## config.mk

```make
export PLATFORM = sky130hd
export DESIGN_NAME = sd_frame_wr_seq
export DESIGN_NICKNAME = d
export VERILOG_FILES = /design/src/rtl/sd_wr_pkg.sv /design/src/rtl/sd_edge_det.sv /design/src/rtl/sd_frame_wr_seq.sv
export SDC_FILE = /design/constraint.sdc
export NUM_CORES = 1
export LEC_CHECK = 0
export ABC_AREA = 0
export ABC_CLOCK_PERIOD_IN_PS = 2150
export BUFFER_PORTS_ARGS = -buffer_cell sky130_fd_sc_hd__buf_2
export CORE_MARGIN = 5
export CORE_UTILIZATION = 45
export DETAILED_ROUTE_END_ITERATION = 7
export PLACE_DENSITY = 0.66
export SYNTH_ARGS = -nofsm -noshare
export SYNTH_HDL_FRONTEND = slang
export SYNTH_SLANG_ARGS = --single-unit
```

## constraint.sdc

```tcl
create_clock -name sys_clk -period 2.15 [get_ports sys_clk]
set_input_delay 0.43 -clock sys_clk [delete_from_list [all_inputs] [get_ports sys_clk]]
set_output_delay 0.43 -clock sys_clk [all_outputs]
set_load 0.005 [all_outputs]
```

## src/rtl/sd_wr_pkg.sv

```systemverilog
// Shared constants for the SD frame write sequencer: one-hot states, default sizes, width helper.
// Latency: none; this package holds only compile-time constants and a constant function.
// Backpressure: none.
package sd_wr_pkg;

    // Default sizing of the sequencer
    localparam int SD_ADDR_W_DEF = 32;
    localparam int SD_SECS_DEF   = 2;
    localparam int SD_SLOTS_DEF  = 4;
    localparam int SD_TMO_DEF    = 1024;

    // One-hot state encoding
    localparam int ST_W = 5;
    localparam logic [ST_W-1:0] ST_IDLE      = 5'b00001;
    localparam logic [ST_W-1:0] ST_ISSUE     = 5'b00010;
    localparam logic [ST_W-1:0] ST_WAIT_BUSY = 5'b00100;
    localparam logic [ST_W-1:0] ST_WAIT_DONE = 5'b01000;
    localparam logic [ST_W-1:0] ST_ERR       = 5'b10000;

    // Ceil(log2(v)), never below 1 so a count of one item still gets a real bit
    function automatic int sd_clog2(input int v);
        int r;
        r = 0;
        while ((1 << r) < v) begin
            r = r + 1;
        end
        return (r < 1) ? 1 : r;
    endfunction

endpackage

```

## src/rtl/sd_edge_det.sv

```systemverilog
// Registered edge detector: keeps a one-cycle-delayed copy of a level and flags rise/fall.
// Latency: rise/fall are combinational against the delayed copy, valid in the cycle the level changes.
// Backpressure: none; pure observation of a level.
module sd_edge_det (
    input  logic sys_clk,
    input  logic sys_rst,
    input  logic sig,
    output logic rise,
    output logic fall
);

    logic sig_d;

    // Delayed copy of the input level
    always_ff @(posedge sys_clk) begin
        if (sys_rst) begin
            sig_d <= 1'b0;
        end else begin
            sig_d <= sig;
        end
    end

    assign rise = sig & ~sig_d;
    assign fall = ~sig & sig_d;

endmodule

```

## src/rtl/sd_frame_wr_seq.sv

```systemverilog
// Frame write sequencer: one wr_en per sector, sectors handshaked on wr_busy rise/fall, frames in a slot ring.
// Latency: frame rise -> wr_en 2 cycles; busy fall -> next wr_en 2 cycles; busy fall -> done/abort 1 cycle.
// Backpressure: the engine throttles via wr_busy; frame edges arriving mid-frame are dropped and flagged.
module sd_frame_wr_seq
    import sd_wr_pkg::*;
#(
    parameter int                ADDR_W         = SD_ADDR_W_DEF,
    parameter logic [ADDR_W-1:0] BASE_ADDR      = '0,
    parameter int                SECS_PER_FRAME = SD_SECS_DEF,
    parameter int                NUM_SLOTS      = SD_SLOTS_DEF,
    parameter int                BUSY_TMO       = SD_TMO_DEF
) (
    input  logic                                 sys_clk,
    input  logic                                 sys_rst,
    input  logic                                 frame,
    input  logic                                 wr_busy,
    output logic                                 wr_en,
    output logic [ADDR_W-1:0]                    wr_addr,
    output logic [sd_clog2(NUM_SLOTS)-1:0]       slot_idx,
    output logic [sd_clog2(SECS_PER_FRAME):0]    sec_idx,
    output logic                                 frame_done,
    output logic                                 frame_abort,
    output logic                                 frame_ovr,
    output logic                                 busy_tmo_err
);

    localparam int SLOT_W = sd_clog2(NUM_SLOTS);
    localparam int SEC_W  = sd_clog2(SECS_PER_FRAME) + 1;
    localparam int TMO_W  = sd_clog2(BUSY_TMO);

    localparam logic [SLOT_W-1:0] LAST_SLOT = SLOT_W'(NUM_SLOTS - 1);
    localparam logic [SEC_W-1:0]  LAST_SEC  = SEC_W'(SECS_PER_FRAME - 1);
    localparam logic [TMO_W-1:0]  TMO_LAST  = TMO_W'(BUSY_TMO - 1);
    localparam logic [ADDR_W-1:0] SLOT_STEP = ADDR_W'(SECS_PER_FRAME);

    logic [ST_W-1:0]   state;
    logic [ST_W-1:0]   state_nxt;
    logic [TMO_W-1:0]  tmo_cnt;
    logic [ADDR_W-1:0] slot_base;

    logic frame_rise;
    logic frame_fall_unused;
    logic busy_rise;
    logic busy_fall;

    logic last_sec;
    logic tmo_hit;
    logic in_flight;

    logic start;
    logic next_sec;
    logic wr_en_nxt;
    logic done_nxt;
    logic abort_nxt;
    logic ovr_nxt;
    logic tmo_set;

    sd_edge_det u_frame_edge (
        .sys_clk (sys_clk),
        .sys_rst (sys_rst),
        .sig     (frame),
        .rise    (frame_rise),
        .fall    (frame_fall_unused)
    );

    sd_edge_det u_busy_edge (
        .sys_clk (sys_clk),
        .sys_rst (sys_rst),
        .sig     (wr_busy),
        .rise    (busy_rise),
        .fall    (busy_fall)
    );

    assign last_sec  = (sec_idx == LAST_SEC);
    assign tmo_hit   = (tmo_cnt == TMO_LAST);
    assign in_flight = (state == ST_ISSUE) || (state == ST_WAIT_BUSY) || (state == ST_WAIT_DONE);

    // State register
    always_ff @(posedge sys_clk) begin
        if (sys_rst) begin
            state <= ST_IDLE;
        end else begin
            state <= state_nxt;
        end
    end

    // Next-state decode; ERR only leaves through reset
    always_comb begin
        state_nxt = state;
        case (state)
            ST_IDLE: begin
                if (frame_rise) begin
                    state_nxt = ST_ISSUE;
                end
            end
            ST_ISSUE: begin
                state_nxt = ST_WAIT_BUSY;
            end
            ST_WAIT_BUSY: begin
                if (busy_rise) begin
                    state_nxt = ST_WAIT_DONE;
                end else if (tmo_hit) begin
                    state_nxt = ST_ERR;
                end
            end
            ST_WAIT_DONE: begin
                if (busy_fall) begin
                    if (!last_sec && frame) begin
                        state_nxt = ST_ISSUE;
                    end else begin
                        state_nxt = ST_IDLE;
                    end
                end
            end
            ST_ERR: begin
                state_nxt = ST_ERR;
            end
            default: begin
                state_nxt = ST_IDLE;
            end
        endcase
    end

    // Output/event decode; the frame-level check is deferred to busy fall so a sector is never cut
    always_comb begin
        start     = (state == ST_IDLE) && frame_rise;
        wr_en_nxt = (state == ST_ISSUE);
        tmo_set   = (state == ST_WAIT_BUSY) && !busy_rise && tmo_hit;
        done_nxt  = (state == ST_WAIT_DONE) && busy_fall && last_sec;
        next_sec  = (state == ST_WAIT_DONE) && busy_fall && !last_sec && frame;
        abort_nxt = (state == ST_WAIT_DONE) && busy_fall && !last_sec && !frame;
        ovr_nxt   = in_flight && frame_rise;
    end

    // Registered outputs, sector/slot bookkeeping and the busy watchdog
    always_ff @(posedge sys_clk) begin
        if (sys_rst) begin
            wr_en        <= 1'b0;
            frame_done   <= 1'b0;
            frame_abort  <= 1'b0;
            frame_ovr    <= 1'b0;
            busy_tmo_err <= 1'b0;
            wr_addr      <= BASE_ADDR;
            slot_base    <= BASE_ADDR;
            slot_idx     <= '0;
            sec_idx      <= '0;
            tmo_cnt      <= '0;
        end else begin
            wr_en        <= wr_en_nxt;
            frame_done   <= done_nxt;
            frame_abort  <= abort_nxt;
            frame_ovr    <= ovr_nxt;
            busy_tmo_err <= busy_tmo_err | tmo_set;

            if (start) begin
                sec_idx <= '0;
                wr_addr <= slot_base;
            end else if (next_sec) begin
                sec_idx <= sec_idx + SEC_W'(1);
                wr_addr <= wr_addr + ADDR_W'(1);
            end else if (done_nxt || abort_nxt) begin
                sec_idx <= '0;
            end

            // Slot base tracks slot_idx by accumulation instead of a multiply
            if (done_nxt) begin
                if (slot_idx == LAST_SLOT) begin
                    slot_idx  <= '0;
                    slot_base <= BASE_ADDR;
                end else begin
                    slot_idx  <= slot_idx + SLOT_W'(1);
                    slot_base <= slot_base + SLOT_STEP;
                end
            end

            if (state == ST_ISSUE) begin
                tmo_cnt <= '0;
            end else if ((state == ST_WAIT_BUSY) && !tmo_hit) begin
                tmo_cnt <= tmo_cnt + TMO_W'(1);
            end
        end
    end

endmodule

```

==> results.tsv <==
metric	value	unit
worst_path_max_delay_cell	or3_4	
drt_iter0_markers	283	
final_max_slew_viol_count	0	
p_switching	734	uW
required	2440	ps
irDropWorstVdd	0.483	mV
multi_input_area	0.00259	mm2
via_per_inst	5.74	
async_reset_ff_share	0	%
drc	0	
synth_seq_area_share	39.7	%
wl_per_cell	15.7	um
antenna_cells	0	
cts_num_sinks	89	
htree_levels	3	
grtUsageMet3	5.23	%
cpPeakStageDelay	420	ps
grt_pass1_vias	4102	
p_per_area	539	mW/mm2
drive_above_1_share	22.9	%
clock_power_share	37.3	%
p_int	2.25	mW
min_period	2050	ps
clk_path_buf_depth	2	
slew_headroom	47.9	%
fin_tns_setup	0	ps
ys_top_cells_by_area	dfxtp_1, nand2_1, nor2_1, a21oi_1, o21ai_0	
fp.dieH	110	um
die_x	110	um
place_inst	757	
grt_max_degree	32	
use_met1	26.8	%
synthToLayoutAreaGrowth	23.0	%
crit_arrival	2330	ps
synthMostInstantiatedCell	dfxtp_1	
io-pin-count	45	
p_sw_share	24.6	%
dieArea	0.0121	mm2
dr.pass1.iters	5	
fmax	0.489	GHz
vias	4495	
grt.total_usage	20.6	%
grt_use_met2	33.6	%
io_buffers	44	
finalHoldViolations	0	
coreArea	0.00977	mm2
pre_cts_slack	-245	ps
synth_warnings	0	
power_frac_seq	56.2	%
syn_area	0.00449	mm2
seqCellArea	0.00179	mm2
gp_congestion	0.894	
nFillCells	919	
crit_chain	or3_4, nor4_4, nand4_4, buf_4, or3_1, a21oi_1	
drv_cap	0	
syn_inst	555	
row_count	36	
antenna_found_initial	0	
clk_pin_slew_worst_paths	80	ps
cts_tree	built	
numCtsBuffers	9	
clkLatencyLatePin	360	ps
endpoint_kind	flip-flop	
grt_most_used_layer	met2	
wl	12300	um
yosys-top-cells-count	dfxtp_1, nand2_1, nor2_1, a21oi_1, o21ai_0	
leakagePower	2.02	nW
final_cells	783	
grt_pass1_wl	19800	um
clockRootBuffer	clkbuf_8	
fin_worst_skew	14.2	ps
cp-start-kind	flip-flop	
initial_core_util	46.0	%
crit_type	reg -> reg	
holdWs	387	ps
ys_ff_latch	89	
fin_nets	654	
rsz0062_at_grt	yes	
pwr-share-comb	6.4	%
status	completed	
overflow	0	
finalSetupViolations	0	
power	2.98	mW
synth_top_area_share	39.7	%
yosysTopAreaCell	dfxtp_1	
setup_ws	103	ps
synth_area_per_cell	8.10	um2
post-dp-hpwl	8660	um
ys.flop_type	dfxtp_1	
ant_nets	0	
synth.distinct_cells	54	
syn_nets	564	
period_share	95.2	%
synth-edff-count	0	
hold_path_class	in -> reg	
worstMarginPinSlew	781	ps
crit_fanout	8	
state kept, by name (all words and copies together) (netlist names):
| name | flops |
|---|---|
| wr_addr | 32 |
| frame_abort | 1 |
| frame_done | 1 |
| slot_base | 31 |
| frame_ovr | 1 |
| wr_en | 1 |
| busy_tmo_err | 1 |
| slot_idx | 2 |
| u_busy_edge.sig_d | 1 |
| tmo_cnt | 10 |
| u_frame_edge.sig_d | 1 |
| state | 5 |
| sec_idx | 2 |
logic make-up (layout without fill, tap and decap cells):
logic type / after synthesis / after routing / synth area share (%)
adders and majority gates: 5 / 5 / 1.39
DFF: 89 / 89 / 39.7
and+or+nand+nor: 260 / 261 / 31.8
buffers and inverters: 45 / 139 / 4.15
AOI/OAI and AO/OA: 121 / 121 / 16.1
muxes: 2 / 2 / 0.501
xor gates and xnor gates: 33 / 33 / 6.43
power by group through the flow:
stage | registers, mW | logic [mW] | clock network, mW
detailed placement | 1.71 | 0.186 | 0
finish | 1.68 | 0.192 | 1.11
global placement | 1.71 | 0.185 | 0
floorplan | 1.72 | 0.106 | 0
global route | 1.68 | 0.208 | 1.22
CTS | 1.68 | 0.189 | 1.14
metrics by stage:
stage / cell area (um2) / utilization [%]
3_5_place_dp: 5190 / 53.1
6_report: 5530 / 56.6
5_1_grt: 5530 / 56.6
3_3_place_gp: 5190 / 53.1
2_1_floorplan: 4490 / -
4_1_cts: 5400 / 55.2
routing by layer:
layer	wire length (um)	part of all wire, %
met1	5430	44
met2	5810	47
met3	847	6.9
met4	168	1.4
met5	0	0
worst max-delay path, delay by kind of cell (launching register included):
kind,cells,cell delay (ps)
compound gates,1,140
buf+inv,1,200
simple gates,4,1280
flops,1,350
cell usage in the layout (no fill, tap or decap), types with 3 or more instances in the layout:
master / n
buf_2: 44
or4_1: 7
dfxtp_2: 4
buf_4: 60
nand2b_1: 4
nor3b_1: 3
nand2_1: 56
and3_1: 5
a211oi_1: 5
a21o_1: 4
nor4_4: 3
a22oi_1: 3
o211ai_1: 3
nor4_1: 8
inv_1: 15
dfxtp_1: 85
nand4_1: 19
a32oi_1: 3
xnor2_1: 18
a21oi_1: 40
nor2b_1: 3
nand3_1: 30
o31ai_1: 3
nand3b_1: 4
and4_1: 5
ha_1: 4
clkbuf_8: 12
nor2_1: 55
a41oi_1: 3
nor3_1: 11
nor3_2: 5
a31oi_1: 18
and2_1: 4
xor2_1: 15
o21ai_0: 32
or3_1: 23
what timing repair did:
item                                    in CTS  in global routing
endpoints found under the setup margin      22                 23
gates cloned                                 0                  1
gates resized for setup                      4                 12
pin swaps                                    0                  5
buffers inserted                             0                  9
hold buffers                                 0                  0
layout make-up:
| class | instances | area share [%] |
|---|---|---|
| tap | 133 | 3.01 |
| timing repair buffer | 108 | 13.3 |
| inverter | 15 | 1.02 |
| multi-input combinational | 422 | 46.9 |
| clock inverter | 3 | 0.430 |
| sequential | 89 | 32.3 |
| clock buffer | 13 | 3.06 |
final timing paths:
| path | startpoint | end | slack [ps] | cells after the start |
|---|---|---|---|---|
| worst max register to register | state[1] | slot_base[19] | 100 | 6 |
| worst min register to register | busy_tmo_err | busy_tmo_err | 480 | 2 |
| worst min-delay path | wr_busy | u_busy_edge.sig_d | 390 | 2 |
| worst max-delay path | state[1] | slot_base[19] | 100 | 6 |
(Power assumes the default switching activity.)
